**src/rtl/maindec_mc_ctrl_if.sv**
```systemverilog
// Control bundle between the multicycle main decoder and the datapath/memory.
// The master modport is the controller side; the slave modport is the datapath side.
interface maindec_mc_ctrl_if #(
  parameter int unsigned STATE_W = 5,
  parameter int unsigned ALUOP_W = 3
) ();
  logic [5:0]         op;
  logic               mem_ready;
  logic               mem_req;
  logic               memwrite;
  logic               iord;
  logic               irwrite;
  logic [1:0]         regdst;
  logic [1:0]         memtoreg;
  logic               regwrite;
  logic               alusrca;
  logic [1:0]         alusrcb;
  logic [1:0]         pcsrc;
  logic [ALUOP_W-1:0] aluop;
  logic               branch;
  logic               bne;
  logic               pcwrite;
  logic [1:0]         ldsize;
  logic               ldsigned;
  logic               err;
  logic [STATE_W-1:0] st;

  modport master (
    input  op, mem_ready,
    output mem_req, memwrite, iord, irwrite, regdst, memtoreg, regwrite, alusrca, alusrcb,
           pcsrc, aluop, branch, bne, pcwrite, ldsize, ldsigned, err, st
  );

  modport slave (
    output op, mem_ready,
    input  mem_req, memwrite, iord, irwrite, regdst, memtoreg, regwrite, alusrca, alusrcb,
           pcsrc, aluop, branch, bne, pcwrite, ldsize, ldsigned, err, st
  );
endinterface

```
**src/rtl/maindec_mc_ctrl.sv**
```systemverilog
// Multicycle MIPS main-control FSM with memory ready handshake, wait-state timeout and sub-word loads.
// Optional illegal-opcode trap enabled by defining MAINDEC_TRAP_EN.
module maindec_mc_ctrl #(
  parameter int unsigned STATE_W  = 5,
  parameter int unsigned ALUOP_W  = 3,
  parameter int unsigned MAX_WAIT = 15,
  parameter int unsigned WAIT_W   = 4
) (
  input  logic              clk,
  input  logic              reset,
  maindec_mc_ctrl_if.master bus
);

  typedef enum logic [4:0] {
    StFetch  = 5'd0,
    StDecode = 5'd1,
    StMemAdr = 5'd2,
    StMemRd  = 5'd3,
    StMemWb  = 5'd4,
    StMemWr  = 5'd5,
    StRtEx   = 5'd6,
    StRtWb   = 5'd7,
    StBeq    = 5'd8,
    StIEx    = 5'd9,
    StIWb    = 5'd10,
    StJump   = 5'd11,
    StBne    = 5'd12,
    StJal    = 5'd13,
    StTrap   = 5'd14,
    StHalt   = 5'd15
  } state_e;

  localparam logic [5:0] OpRtype = 6'b000000;
  localparam logic [5:0] OpLw    = 6'b100011;
  localparam logic [5:0] OpSw    = 6'b101011;
  localparam logic [5:0] OpLb    = 6'b100000;
  localparam logic [5:0] OpLbu   = 6'b100100;
  localparam logic [5:0] OpLh    = 6'b100001;
  localparam logic [5:0] OpLhu   = 6'b100101;
  localparam logic [5:0] OpBeq   = 6'b000100;
  localparam logic [5:0] OpBne   = 6'b000101;
  localparam logic [5:0] OpAddi  = 6'b001000;
  localparam logic [5:0] OpAndi  = 6'b001100;
  localparam logic [5:0] OpOri   = 6'b001101;
  localparam logic [5:0] OpSlti  = 6'b001010;
  localparam logic [5:0] OpJ     = 6'b000010;
  localparam logic [5:0] OpJal   = 6'b000011;

  localparam logic [ALUOP_W-1:0] AluAdd   = ALUOP_W'(0);
  localparam logic [ALUOP_W-1:0] AluSub   = ALUOP_W'(1);
  localparam logic [ALUOP_W-1:0] AluFunct = ALUOP_W'(2);
  localparam logic [ALUOP_W-1:0] AluAnd   = ALUOP_W'(3);
  localparam logic [ALUOP_W-1:0] AluOr    = ALUOP_W'(4);
  localparam logic [ALUOP_W-1:0] AluSlt   = ALUOP_W'(5);

  localparam logic [WAIT_W-1:0] WaitMax = WAIT_W'(MAX_WAIT);

  state_e            state_q, state_d;
  logic [WAIT_W-1:0] wait_q, wait_d;
  logic              err_q, err_d;

  logic   mem_access;
  state_e mem_done_state;

  always_ff @(posedge clk) begin
    if (!reset) begin
      state_q <= StFetch;
      wait_q  <= '0;
      err_q   <= 1'b0;
    end else begin
      state_q <= state_d;
      wait_q  <= wait_d;
      err_q   <= err_d;
    end
  end

  always_comb begin
    state_d        = state_q;
    wait_d         = '0;
    err_d          = err_q;
    mem_access     = 1'b0;
    mem_done_state = StFetch;
    case (state_q)
      StFetch: begin
        mem_access     = 1'b1;
        mem_done_state = StDecode;
      end
      StDecode: begin
        case (bus.op)
          OpRtype:                                   state_d = StRtEx;
          OpLw, OpSw, OpLb, OpLbu, OpLh, OpLhu:      state_d = StMemAdr;
          OpBeq:                                     state_d = StBeq;
          OpBne:                                     state_d = StBne;
          OpAddi, OpAndi, OpOri, OpSlti:             state_d = StIEx;
          OpJ:                                       state_d = StJump;
          OpJal:                                     state_d = StJal;
`ifdef MAINDEC_TRAP_EN
          default:                                   state_d = StTrap;
`else
          default:                                   state_d = StFetch;
`endif
        endcase
      end
      StMemAdr: state_d = (bus.op == OpSw) ? StMemWr : StMemRd;
      StMemRd: begin
        mem_access     = 1'b1;
        mem_done_state = StMemWb;
      end
      StMemWr: begin
        mem_access     = 1'b1;
        mem_done_state = StFetch;
      end
      StMemWb, StRtWb, StIWb, StBeq, StBne, StJump, StJal: state_d = StFetch;
      StRtEx:  state_d = StRtWb;
      StIEx:   state_d = StIWb;
      StTrap: begin
        state_d = StHalt;
        err_d   = 1'b1;
      end
      StHalt:  state_d = StHalt;
      default: state_d = StFetch;
    endcase

    // A ready on the timeout cycle still completes the access normally.
    if (mem_access) begin
      if (bus.mem_ready) begin
        state_d = mem_done_state;
      end else if (wait_q == WaitMax) begin
        state_d = StHalt;
        err_d   = 1'b1;
      end else begin
        wait_d = wait_q + WAIT_W'(1);
      end
    end
  end

  logic               mem_req, memwrite, iord, irwrite, regwrite, alusrca;
  logic               branch, bne, pcwrite, ldsigned;
  logic [1:0]         regdst, memtoreg, alusrcb, pcsrc, ldsize;
  logic [ALUOP_W-1:0] aluop;
  logic [1:0]         op_ldsize;
  logic               op_ldsigned;

  always_comb begin
    op_ldsize   = 2'b00;
    op_ldsigned = 1'b0;
    case (bus.op)
      OpLb:    begin op_ldsize = 2'b01; op_ldsigned = 1'b1; end
      OpLbu:   begin op_ldsize = 2'b01; op_ldsigned = 1'b0; end
      OpLh:    begin op_ldsize = 2'b10; op_ldsigned = 1'b1; end
      OpLhu:   begin op_ldsize = 2'b10; op_ldsigned = 1'b0; end
      default: begin op_ldsize = 2'b00; op_ldsigned = 1'b0; end
    endcase
  end

  always_comb begin
    mem_req  = 1'b0;
    memwrite = 1'b0;
    iord     = 1'b0;
    irwrite  = 1'b0;
    regdst   = 2'b00;
    memtoreg = 2'b00;
    regwrite = 1'b0;
    alusrca  = 1'b0;
    alusrcb  = 2'b00;
    pcsrc    = 2'b00;
    aluop    = AluAdd;
    branch   = 1'b0;
    bne      = 1'b0;
    pcwrite  = 1'b0;
    ldsize   = 2'b00;
    ldsigned = 1'b0;
    case (state_q)
      StFetch: begin
        mem_req = 1'b1;
        alusrcb = 2'b01;
        irwrite = bus.mem_ready;
        pcwrite = bus.mem_ready;
      end
      StDecode: alusrcb = 2'b11;
      StMemAdr: begin
        alusrca = 1'b1;
        alusrcb = 2'b10;
      end
      StMemRd: begin
        mem_req  = 1'b1;
        iord     = 1'b1;
        ldsize   = op_ldsize;
        ldsigned = op_ldsigned;
      end
      StMemWb: begin
        memtoreg = 2'b01;
        regwrite = 1'b1;
        ldsize   = op_ldsize;
        ldsigned = op_ldsigned;
      end
      StMemWr: begin
        mem_req  = 1'b1;
        iord     = 1'b1;
        memwrite = 1'b1;
      end
      StRtEx: begin
        alusrca = 1'b1;
        aluop   = AluFunct;
      end
      StRtWb: begin
        regdst   = 2'b01;
        regwrite = 1'b1;
      end
      StIEx: begin
        alusrca = 1'b1;
        alusrcb = 2'b10;
        case (bus.op)
          OpAndi:  aluop = AluAnd;
          OpOri:   aluop = AluOr;
          OpSlti:  aluop = AluSlt;
          default: aluop = AluAdd;
        endcase
      end
      StIWb: regwrite = 1'b1;
      StBeq, StBne: begin
        alusrca = 1'b1;
        aluop   = AluSub;
        pcsrc   = 2'b01;
        branch  = (state_q == StBeq);
        bne     = (state_q == StBne);
      end
      StJump: begin
        pcsrc   = 2'b10;
        pcwrite = 1'b1;
      end
      StJal: begin
        regdst   = 2'b10;
        memtoreg = 2'b10;
        regwrite = 1'b1;
        pcsrc    = 2'b10;
        pcwrite  = 1'b1;
      end
      default: ;
    endcase
  end

  assign bus.mem_req  = mem_req;
  assign bus.memwrite = memwrite;
  assign bus.iord     = iord;
  assign bus.irwrite  = irwrite;
  assign bus.regdst   = regdst;
  assign bus.memtoreg = memtoreg;
  assign bus.regwrite = regwrite;
  assign bus.alusrca  = alusrca;
  assign bus.alusrcb  = alusrcb;
  assign bus.pcsrc    = pcsrc;
  assign bus.aluop    = aluop;
  assign bus.branch   = branch;
  assign bus.bne      = bne;
  assign bus.pcwrite  = pcwrite;
  assign bus.ldsize   = ldsize;
  assign bus.ldsigned = ldsigned;
  assign bus.err      = err_q;
  assign bus.st       = STATE_W'(state_q);

endmodule
```
**src/flat_wrapper.sv**
```systemverilog
// flat-port wrapper written by rule: the top's interface ports become plain ports
module maindec_mc_ctrl_flat 
#(
  parameter int unsigned STATE_W  = 5,
  parameter int unsigned ALUOP_W  = 3,
  parameter int unsigned MAX_WAIT = 15,
  parameter int unsigned WAIT_W   = 4
)
  (clk, reset, bus_op, bus_mem_ready, bus_mem_req, bus_memwrite, bus_iord, bus_irwrite, bus_regdst, bus_memtoreg, bus_regwrite, bus_alusrca, bus_alusrcb, bus_pcsrc, bus_aluop, bus_branch, bus_bne, bus_pcwrite, bus_ldsize, bus_ldsigned, bus_err, bus_st);
  maindec_mc_ctrl_if #(.STATE_W(STATE_W), .ALUOP_W(ALUOP_W)) bus_i ();
  input  logic clk;
  input  logic reset;
  input wire logic [$bits(bus_i.op)-1:0] bus_op;
  input wire logic [$bits(bus_i.mem_ready)-1:0] bus_mem_ready;
  output wire logic [$bits(bus_i.mem_req)-1:0] bus_mem_req;
  output wire logic [$bits(bus_i.memwrite)-1:0] bus_memwrite;
  output wire logic [$bits(bus_i.iord)-1:0] bus_iord;
  output wire logic [$bits(bus_i.irwrite)-1:0] bus_irwrite;
  output wire logic [$bits(bus_i.regdst)-1:0] bus_regdst;
  output wire logic [$bits(bus_i.memtoreg)-1:0] bus_memtoreg;
  output wire logic [$bits(bus_i.regwrite)-1:0] bus_regwrite;
  output wire logic [$bits(bus_i.alusrca)-1:0] bus_alusrca;
  output wire logic [$bits(bus_i.alusrcb)-1:0] bus_alusrcb;
  output wire logic [$bits(bus_i.pcsrc)-1:0] bus_pcsrc;
  output wire logic [$bits(bus_i.aluop)-1:0] bus_aluop;
  output wire logic [$bits(bus_i.branch)-1:0] bus_branch;
  output wire logic [$bits(bus_i.bne)-1:0] bus_bne;
  output wire logic [$bits(bus_i.pcwrite)-1:0] bus_pcwrite;
  output wire logic [$bits(bus_i.ldsize)-1:0] bus_ldsize;
  output wire logic [$bits(bus_i.ldsigned)-1:0] bus_ldsigned;
  output wire logic [$bits(bus_i.err)-1:0] bus_err;
  output wire logic [$bits(bus_i.st)-1:0] bus_st;
  assign bus_i.op = bus_op;
  assign bus_i.mem_ready = bus_mem_ready;
  assign bus_mem_req = bus_i.mem_req;
  assign bus_memwrite = bus_i.memwrite;
  assign bus_iord = bus_i.iord;
  assign bus_irwrite = bus_i.irwrite;
  assign bus_regdst = bus_i.regdst;
  assign bus_memtoreg = bus_i.memtoreg;
  assign bus_regwrite = bus_i.regwrite;
  assign bus_alusrca = bus_i.alusrca;
  assign bus_alusrcb = bus_i.alusrcb;
  assign bus_pcsrc = bus_i.pcsrc;
  assign bus_aluop = bus_i.aluop;
  assign bus_branch = bus_i.branch;
  assign bus_bne = bus_i.bne;
  assign bus_pcwrite = bus_i.pcwrite;
  assign bus_ldsize = bus_i.ldsize;
  assign bus_ldsigned = bus_i.ldsigned;
  assign bus_err = bus_i.err;
  assign bus_st = bus_i.st;
  maindec_mc_ctrl #(.STATE_W(STATE_W), .ALUOP_W(ALUOP_W), .MAX_WAIT(MAX_WAIT), .WAIT_W(WAIT_W)) u_core (.clk(clk), .reset(reset), .bus(bus_i));
endmodule
```
**config.mk**
```make
export PLATFORM = sky130hd
export DESIGN_NAME = maindec_mc_ctrl_flat
export DESIGN_NICKNAME = d
export VERILOG_FILES = /design/src/rtl/maindec_mc_ctrl_if.sv /design/src/rtl/maindec_mc_ctrl.sv /design/src/flat_wrapper.sv
export SDC_FILE = /design/constraint.sdc
export NUM_CORES = 1
export LEC_CHECK = 0
export ABC_AREA = 1
export BUFFER_PORTS_ARGS = -buffer_cell sky130_fd_sc_hd__clkbuf_2
export CAP_MARGIN = 40
export CORE_ASPECT_RATIO = 1.1
export CORE_MARGIN = 8
export CORE_UTILIZATION = 52
export DETAILED_ROUTE_END_ITERATION = 12
export PLACE_DENSITY = 0.93
export SYNTH_ARGS = -nofsm -noshare
export SYNTH_HDL_FRONTEND = slang
export SYNTH_SLANG_ARGS = --single-unit
```
**constraint.sdc**
```tcl
create_clock -name clk -period 3.3 [get_ports clk]
set_input_delay 0.99 -clock clk [delete_from_list [all_inputs] [get_ports clk]]
set_output_delay 0.99 -clock clk [all_outputs]
set_load 0.02 [all_outputs]
```
==> Word-level counts from Yosys, hierarchy flattened <==
Memory sizes are Yosys's and may differ from the RTL's.
Cells that the tools add are included.
{ "totals": {"regBits": 10, "elab_cells": 74, "rom_bits": 256, "mem_count": 1, "output_inout_bits": 29} }
{ "memory_table": {"columns": ["name", "depth", "width", "rd", "rd_ports_with_merged_regs", "write_ports", "line", "text"], "rows": [
  ["(name not given)", 64, 4, 1, 0, 0, "maindec_mc_ctrl.sv:89", "case (bus.op)"]
]} }
{ "classes": {"addsub": 1, "n_eq_ne": 24, "bitwise_logic": 2, "n_mux": 29, "n_reduce_logical": 14} }
{ "op_table": {"columns": ["operator", "n"], "rows": [
  ["5-bit by 4-bit equality test with 1-bit output, second input constant", 8],
  ["6-bit equality test, second input constant", 5],
  ["5-bit case mux with 6 select lines", 1],
  ["5-bit by 3-bit equality test with 1-bit output, second input constant", 4],
  ["6-bit by 4-bit equality test with 1-bit output, second input constant", 3],
  ["3-bit case mux with 3 select lines", 2],
  ["2-bit OR reduction", 9],
  ["2-bit case mux with 2 select lines", 4],
  ["5-bit two-way mux", 3],
  ["1-bit two-way mux", 14],
  ["5-bit by 2-bit equality test with 1-bit output, second input constant", 2],
  ["4-bit OR reduction", 2],
  ["2-bit case mux with 3 select lines", 1],
  ["3-bit case mux with 2 select lines", 1],
  ["5-bit by 1-bit equality test with 1-bit output, second input constant", 1],
  ["5-bit logical NOT", 1],
  ["5-bit OR reduction", 1],
  ["4-bit by 1-bit adder with 4-bit output, second input constant", 1],
  ["4-bit equality test, second input constant", 1],
  ["3-bit two-way mux", 1],
  ["3-bit OR reduction", 1],
  ["2-bit two-way mux", 1],
  ["1-bit NOT", 2],
  ["1-bit case mux with 2 select lines", 1]
]} }

==> Depth between registers and ports, before layout <==
Gate-level depths: netlist (run 1).
{ "logic_depth": {"word_depth": 6, "depth_mapped": 9, "mapped_depth_nobuf": 9} }

==> Least setup slack after synthesis (run 1) <==
No wires, ideal clock.
{ "synth_path": {"path_type": "register -> output", "startpoint": "register u_core.state_q[2], in the netlist u_core.bus.st[2]", "endpoint": "output port bus_regwrite", "arrival_ns": 1.741, "n_path_buf": 0, "slack_ns": 0.569, "stages_incl_launch_ff": 5, "required_time_ns": 2.310, "cell_sequence": "dfxtp_1 > inv_1 > nor4_1 > nor2_1 > o211ai_1"} }
{ "synth_via": {"elab_chain_cells": 3} }
{ "synth_lines": {"columns": ["item", "line", "text"], "rows": [
  ["from (decl)", "maindec_mc_ctrl.sv:58", "state_e state_q, state_d;"],
  ["from (signal assigned)", "maindec_mc_ctrl.sv:67", "state_q <= StFetch;"],
  ["from (signal assigned)", "maindec_mc_ctrl.sv:71", "state_q <= state_d;"],
  ["5-bit by 4-bit equality test with 1-bit output or 5-bit by 3-bit equality test with 1-bit output (tied branches)", "maindec_mc_ctrl.sv:173", "case (state_q)"],
  ["4-bit OR reduction (no line) *", null, null],
  ["1-bit two-way mux *", "maindec_mc_ctrl.sv:173", null],
  ["to (decl)", "flat_wrapper.sv:21", "output wire logic [$bits(bus_i.regwrite)-1:0] bus_regwrite;"]
]} }
Every way passes the cells marked *; elsewhere a longest branch is shown, timed or not.

==> Worst setup path after layout (run 1) <==
{ "layout_path": {"startpoint": "input port bus_op[4]", "endpoint": "output port bus_aluop[0]"} }
{ "layout_via": {"elab_chain_cells": 3} }
{ "layout_lines": {"columns": ["item", "line", "text"], "rows": [
  ["from (decl)", "flat_wrapper.sv:13", "input wire logic [$bits(bus_i.op)-1:0] bus_op;"],
  ["6-bit by 4-bit equality test with 1-bit output", "maindec_mc_ctrl.sv:213", "case (bus.op)"],
  ["3-bit case mux with 3 select lines *", "maindec_mc_ctrl.sv:213", null],
  ["3-bit case mux with 3 select lines *", "maindec_mc_ctrl.sv:173", null],
  ["to (decl)", "flat_wrapper.sv:25", "output wire logic [$bits(bus_i.aluop)-1:0] bus_aluop;"]
]} }
Marked as above.

==> summary.txt, run 1 <==
Total I/O pin count: 38
Number of DRC markers after the initial detailed-route iteration: 47
Cell breakdown of the critical path: clkbuf_2, nor2_1, inv_1, nor2_1, nand3_1, nand3_1, clkbuf_2
Vias/cell: 5.45
Largest stage delay on the critical path: 230 ps
Finished Layout Cells: 216
Total inserted antenna cells: 0
CTS Root Buffer Type: sky130_fd_sc_hd__clkbuf_4
H-tree depth reported by CTS: 1
Area of the mapped netlist: 0.00100 sq mm
Share of the clock period used by the worst path: 88.5%
Num rows: 16
Initial DRT Pass Iterations: 4
Syn Inst Count: 159
Area inside the core boundary: 0.00180 sq mm
Highest-count cells in the layout ignoring fill and taps: sky130_fd_sc_hd__clkbuf_2 (37), sky130_fd_sc_hd__nand2_1 (27), sky130_fd_sc_hd__inv_1 (25)
Final estimated routing congestion in global placement: 0.993
Synthesized flop and latch total: 10
Top cells by area, synth: sky130_fd_sc_hd__dfxtp_1 (20%), sky130_fd_sc_hd__nand3_1 (10%), sky130_fd_sc_hd__nand2_1 (10%)
WP data arrival: 1930 ps
Overall track demand over capacity in global routing: 16.4%
Synthesized net count: 174
Clock network latency to the later pin of the worst-skew pair: 260 ps
Die area: 0.00359 sq mm
Die span in y: 62.0 um
Fraction of layout instances using a drive strength above 1: 31.8%
Unrepaired setup endpoints after global routing: no
Static Leak: 0.742 nW
Sequential-to-total area share from yosys stat: 20.0%
Slowest library cell on the worst path: sky130_fd_sc_hd__nor2_1
Cell type contributing the most total cell area after synthesis: sky130_fd_sc_hd__dfxtp_1
Initial standard-cell utilization of the core: 55.6%
CTS sink cnt: 10
Peak supply drop: 0.208 mV
Worst-case clock buffer depth: 2
Register-to-register path setup slack: 1890 ps
Quantity of I/O buffers inserted on ports: 37
Vias in the first global route: 1127
Final #Nets: 215
Total via count after detailed routing: 1178
Post-DRT Antenna Nets: 0
Critical path peak fanout: 4
Register clock-pin slew on the reported worst setup and hold paths: 60 ps
Total global routing overflow: 0
Die width: 57.9 um
Run status: finished, final reports clean
Post-CTS Setup Inserts: 0
Critical path buffer and inverter count: 3
Count of distinct cell types in the synthesized netlist: 31
Hold Vio Cnt, Final: 0
Antenna violations before repair: 0
Final min period: 2920 ps
Number of setup violations in the final report: 0
Wire length of the first global-routing pass: 4710 um
Placed wire-length estimate: 2320 um
Number of DRC violations after detailed routing: 0
Final WL: 2680 um
Startpoint type of the worst setup path: primary input
CTS tree: done
Average wire length per cell after detail routing: 12.4 um
Sum of negative setup slack: 0 ps
Cell family contributing the most delay on the critical path: simple AND/OR/NAND/NOR gates
Worst Hold Class: flop to flop
Most common library cell in the layout ignoring fill and taps: sky130_fd_sc_hd__clkbuf_2
Max Freq: 342 MHz
CTS-repair resized insts: 0
Required time at the endpoint of the critical path: 2310 ps
PwrDens: 230 mW/mm^2
Kind of end point of the critical path: output pin
Cts hold-fix bufs: 0
Cts bufs inserted: 3
Layout area overhead: 22.2%
Avg Inst Size Synth: 6.30 sq um
Count of placed standard cells including taps: 213
Clock skew after layout: 4.55 ps
Number of max-cap violations: 0
Max-slew violations: 0
Synth warn: 0
Pin count of the biggest net entering global routing: 11
Path type of the worst setup path: primary input to output pin
Fraction of synthesized cell area taken by the top area cell type: 20.0%
registers in the layout, indices dropped and copies added, names as in the netlist:
register        flops
u_core.bus.err      1
u_core.bus.st       5
u_core.wait_q       4
through the flow:
stage	worst slack, ps	power (W)	hold slack, ps	util (%)	instance area (sq um)
finish	379	0.000282	446	68.0	1220
global route	254	0.000304	480	68.0	1220
CTS	399	0.000286	450	68.0	1220
detailed placement	401	0.000204	441	66.7	1200
global placement	462	0.000202	430	66.7	1200
floorplan	569	0.000179	418	-	1000
report_power, final:
part           switching [W]  internal (W)
Sequential        0.00000485      0.000123
Clock              0.0000383     0.0000420
Combinational      0.0000501     0.0000237
final cells by class:
type,count,area [sq um]
Inverter,29,109
Sequential cell,10,200
Clock buffer,3,22.5
Tap cell,18,22.5
Timing Repair Buffer,37,185
Multi-Input combinational cell,119,686
Fill cell,149,577
kinds of logic after synthesis:
| kind of cell | after synthesis | share of synthesized area, % |
|---|---|---|
| and+or+nand+nor | 98 | 51.2 |
| buffers and inverters | 30 | 11.6 |
| AOI/OAI and AO/OA | 13 | 8.49 |
| DFF | 10 | 20.0 |
| adders and majority gates | 6 | 7.49 |
| xor gates and xnor gates | 1 | 0.874 |
| other | 1 | 0.374 |
worst paths after layout:
check / start / to / cells past startpoint
min: u_core.wait_q[0] / u_core.wait_q[0] / 1
max: bus_op[4] / bus_aluop[0] / 7
max reg2reg: u_core.bus.st[2] / u_core.bus.st[0] / 7
min reg2reg: u_core.wait_q[0] / u_core.wait_q[0] / 1
Yosys cell counts:
cell type	instances
sky130_fd_sc_hd__nand3_4	1
sky130_fd_sc_hd__nor3_2	2
sky130_fd_sc_hd__o211ai_1	1
sky130_fd_sc_hd__nor2_1	24
sky130_fd_sc_hd__nand4_4	1
sky130_fd_sc_hd__or2_2	1
sky130_fd_sc_hd__nor3_1	1
sky130_fd_sc_hd__nor2_4	2
sky130_fd_sc_hd__ha_1	6
sky130_fd_sc_hd__dfxtp_1	10
sky130_fd_sc_hd__a31oi_1	1
sky130_fd_sc_hd__a21oi_2	2
sky130_fd_sc_hd__o21a_1	1
sky130_fd_sc_hd__and2_1	2
sky130_fd_sc_hd__xor2_1	1
sky130_fd_sc_hd__and3_1	1
sky130_fd_sc_hd__conb_1	1
sky130_fd_sc_hd__nand3_1	21
sky130_fd_sc_hd__buf_4	1
sky130_fd_sc_hd__nand3_2	3
sky130_fd_sc_hd__inv_1	25
sky130_fd_sc_hd__nand2_2	4
sky130_fd_sc_hd__inv_2	4
sky130_fd_sc_hd__nand4_1	4
sky130_fd_sc_hd__nand2_1	27
sky130_fd_sc_hd__o21ai_1	1
sky130_fd_sc_hd__nor2_2	3
sky130_fd_sc_hd__nor4_1	1
sky130_fd_sc_hd__o21bai_1	1
sky130_fd_sc_hd__a21oi_1	5
sky130_fd_sc_hd__o2111ai_1	1
metal layers:
| metal | GRT usage [%] | vias up | routed length [um] |
|---|---|---|---|
| li1 | - | 592 | - |
| met1 | 16.6 | 521 | 1090 |
| met2 | 30.3 | 56 | 1300 |
| met3 | 4.32 | 9 | 227 |
| met4 | 9.79 | 0 | 67 |
| met5 | 0 | - | 0 |
No activity file was read; power rests on OpenSTA's default activity.
==> run 2, diff against run 1 <==
CORE_ASPECT_RATIO = not set   (was 1.1)
PLACE_DENSITY = 0.84   (was 0.93)
==> summary.txt, run 2 (synthesis gave the netlist of run 1 again) <==
Worst-case clock buffer depth: 2
Critical path buffer and inverter count: 3
Final estimated routing congestion in global placement: 0.966
Overall track demand over capacity in global routing: 15.3%
Final #Nets: 215
Vias in the first global route: 1083
Num rows: 16
PwrDens: 229 mW/mm^2
Routed wire length on met3: 209 um
Most common library cell in the layout ignoring fill and taps: sky130_fd_sc_hd__clkbuf_2
Required time at the endpoint of the critical path: 2310 ps
Cts hold-fix bufs: 0
Hold Vio Cnt, Final: 0
Total I/O pin count: 38
Placed wire-length estimate: 2310 um
Average wire length per cell after detail routing: 11.8 um
Initial standard-cell utilization of the core: 53.3%
Final worst hold slack: 449 ps
Run status: finished, final reports clean
Kind of end point of the critical path: output pin
Area inside the core boundary: 0.00188 sq mm
Largest register FFs: 5
Post-DRT Antenna Nets: 0
Die width: 59.9 um
Number of setup violations in the final report: 0
Initial DRT Pass Iterations: 4
Total global routing overflow: 0
Critical path peak fanout: 4
Total inserted antenna cells: 0
Layout area overhead: 23.3%
Finished Layout Cells: 225
Final min period: 2940 ps
Count of placed standard cells including taps: 222
Final WL: 2650 um
Clock skew after layout: 1.29 ps
Worst Hold Class: flop to flop
Post-layout power: 0.000283 W
Sum of negative setup slack: 0 ps
Placement Setup Slack: 383 ps
CTS-repair resized insts: 0
H-tree depth reported by CTS: 1
Number of DRC markers after the initial detailed-route iteration: 33
Pin count of the biggest net entering global routing: 11
Antenna violations before repair: 0
CTS sink cnt: 10
CTS tree: done
Post-route setup slack: 364 ps
Static Leak: 0.742 nW
Cell family contributing the most delay on the critical path: simple AND/OR/NAND/NOR gates
Max Freq: 341 MHz
Number of DRC violations after detailed routing: 0
Startpoint type of the worst setup path: primary input
Detailed-routing wirelength on met1: 1110 um
WP data arrival: 1950 ps
Fill cells: 193
Total via count after detailed routing: 1160
Post-CTS Setup Inserts: 0
Die area: 0.00359 sq mm
Unrepaired setup endpoints after global routing: no
Register clock-pin slew on the reported worst setup and hold paths: 60 ps
Peak supply drop: 0.209 mV
Wire length of the first global-routing pass: 4420 um
Die span in y: 59.9 um
Slowest library cell on the worst path: sky130_fd_sc_hd__nor2_1
Vias/cell: 5.16
CTS Root Buffer Type: sky130_fd_sc_hd__clkbuf_4
Highest signal layer in the routed design: met4
Highest-count cells in the layout ignoring fill and taps: sky130_fd_sc_hd__clkbuf_2 (37), sky130_fd_sc_hd__nand2_1 (27), sky130_fd_sc_hd__inv_1 (25)
Quantity of I/O buffers inserted on ports: 37
Share of the clock period used by the worst path: 89.0%
Clock network latency to the later pin of the worst-skew pair: 260 ps
Path type of the worst setup path: primary input to output pin
Cts bufs inserted: 3
Number of max-cap violations: 0
Max-slew violations: 0
Cell breakdown of the critical path: clkbuf_2, nor2_1, inv_1, nor2_1, nand3_1, nand3_1, clkbuf_2
Routed met2 length: 1290 um
Largest stage delay on the critical path: 230 ps
Fraction of layout instances using a drive strength above 1: 31.8%
==> run 2: cell counts in the layout (fill, tap and decap cells not counted) <==
No cell type changed its count.
==> run 2: metal layers <==
metal | GRT usage (%) | up-vias
met5 | 0 | -
met4 | 7.14 | 0
met3 | 2.80 | 6
met2 | 27.2 | 39
met1 | 17.0 | 517
li1 | - | 598
==> run 2: worst register-to-register path: cells and delay by family (launching register included) <==
kind / cells / cell delay (ps)
buffers and inverters: 1 / 140
AND/OR/NAND/NOR: 5 / 630
flip-flops: 1 / 480
AO/OA/AOI/OAI: 1 / 120
==> run 2: final timing paths <==
path	startpoint	endpoint	slack (ps)	cells past startpoint
max	bus_op[4]	bus_aluop[0]	360	7
min	u_core.wait_q[0]	u_core.wait_q[0]	450	1
max reg2reg	u_core.bus.st[2]	u_core.bus.st[0]	1880	7
min reg2reg	u_core.wait_q[0]	u_core.wait_q[0]	450	1
==> run 2: stage by stage <==
step	utilization [%]	instance area, sq um
5_1_grt	65.7	1240
3_5_place_dp	64.5	1210
6_report	65.7	1240
3_3_place_gp	64.5	1210
2_1_floorplan	-	1000
4_1_cts	65.7	1240
==> run 2: layout make-up <==
class | count | area [sq um] | area share (%)
well taps | 27 | 33.8 | 2.73
flip-flops and latches | 10 | 200 | 16.2
inverters | 29 | 109 | 8.81
multi-input cells | 119 | 686 | 55.5
clock buffers | 3 | 22.5 | 1.82
repair buffers | 37 | 185 | 15.0
==> run 2: power by group <==
group	internal, W	leakage [nW]	switching [W]	total, W
sequential	0.000123	0.0813	0.00000465	0.000128
combinational	0.0000237	0.647	0.0000502	0.0000740
clock	0.0000420	0.0138	0.0000385	0.0000805
total	0.000189	0.742	0.0000934	0.000283
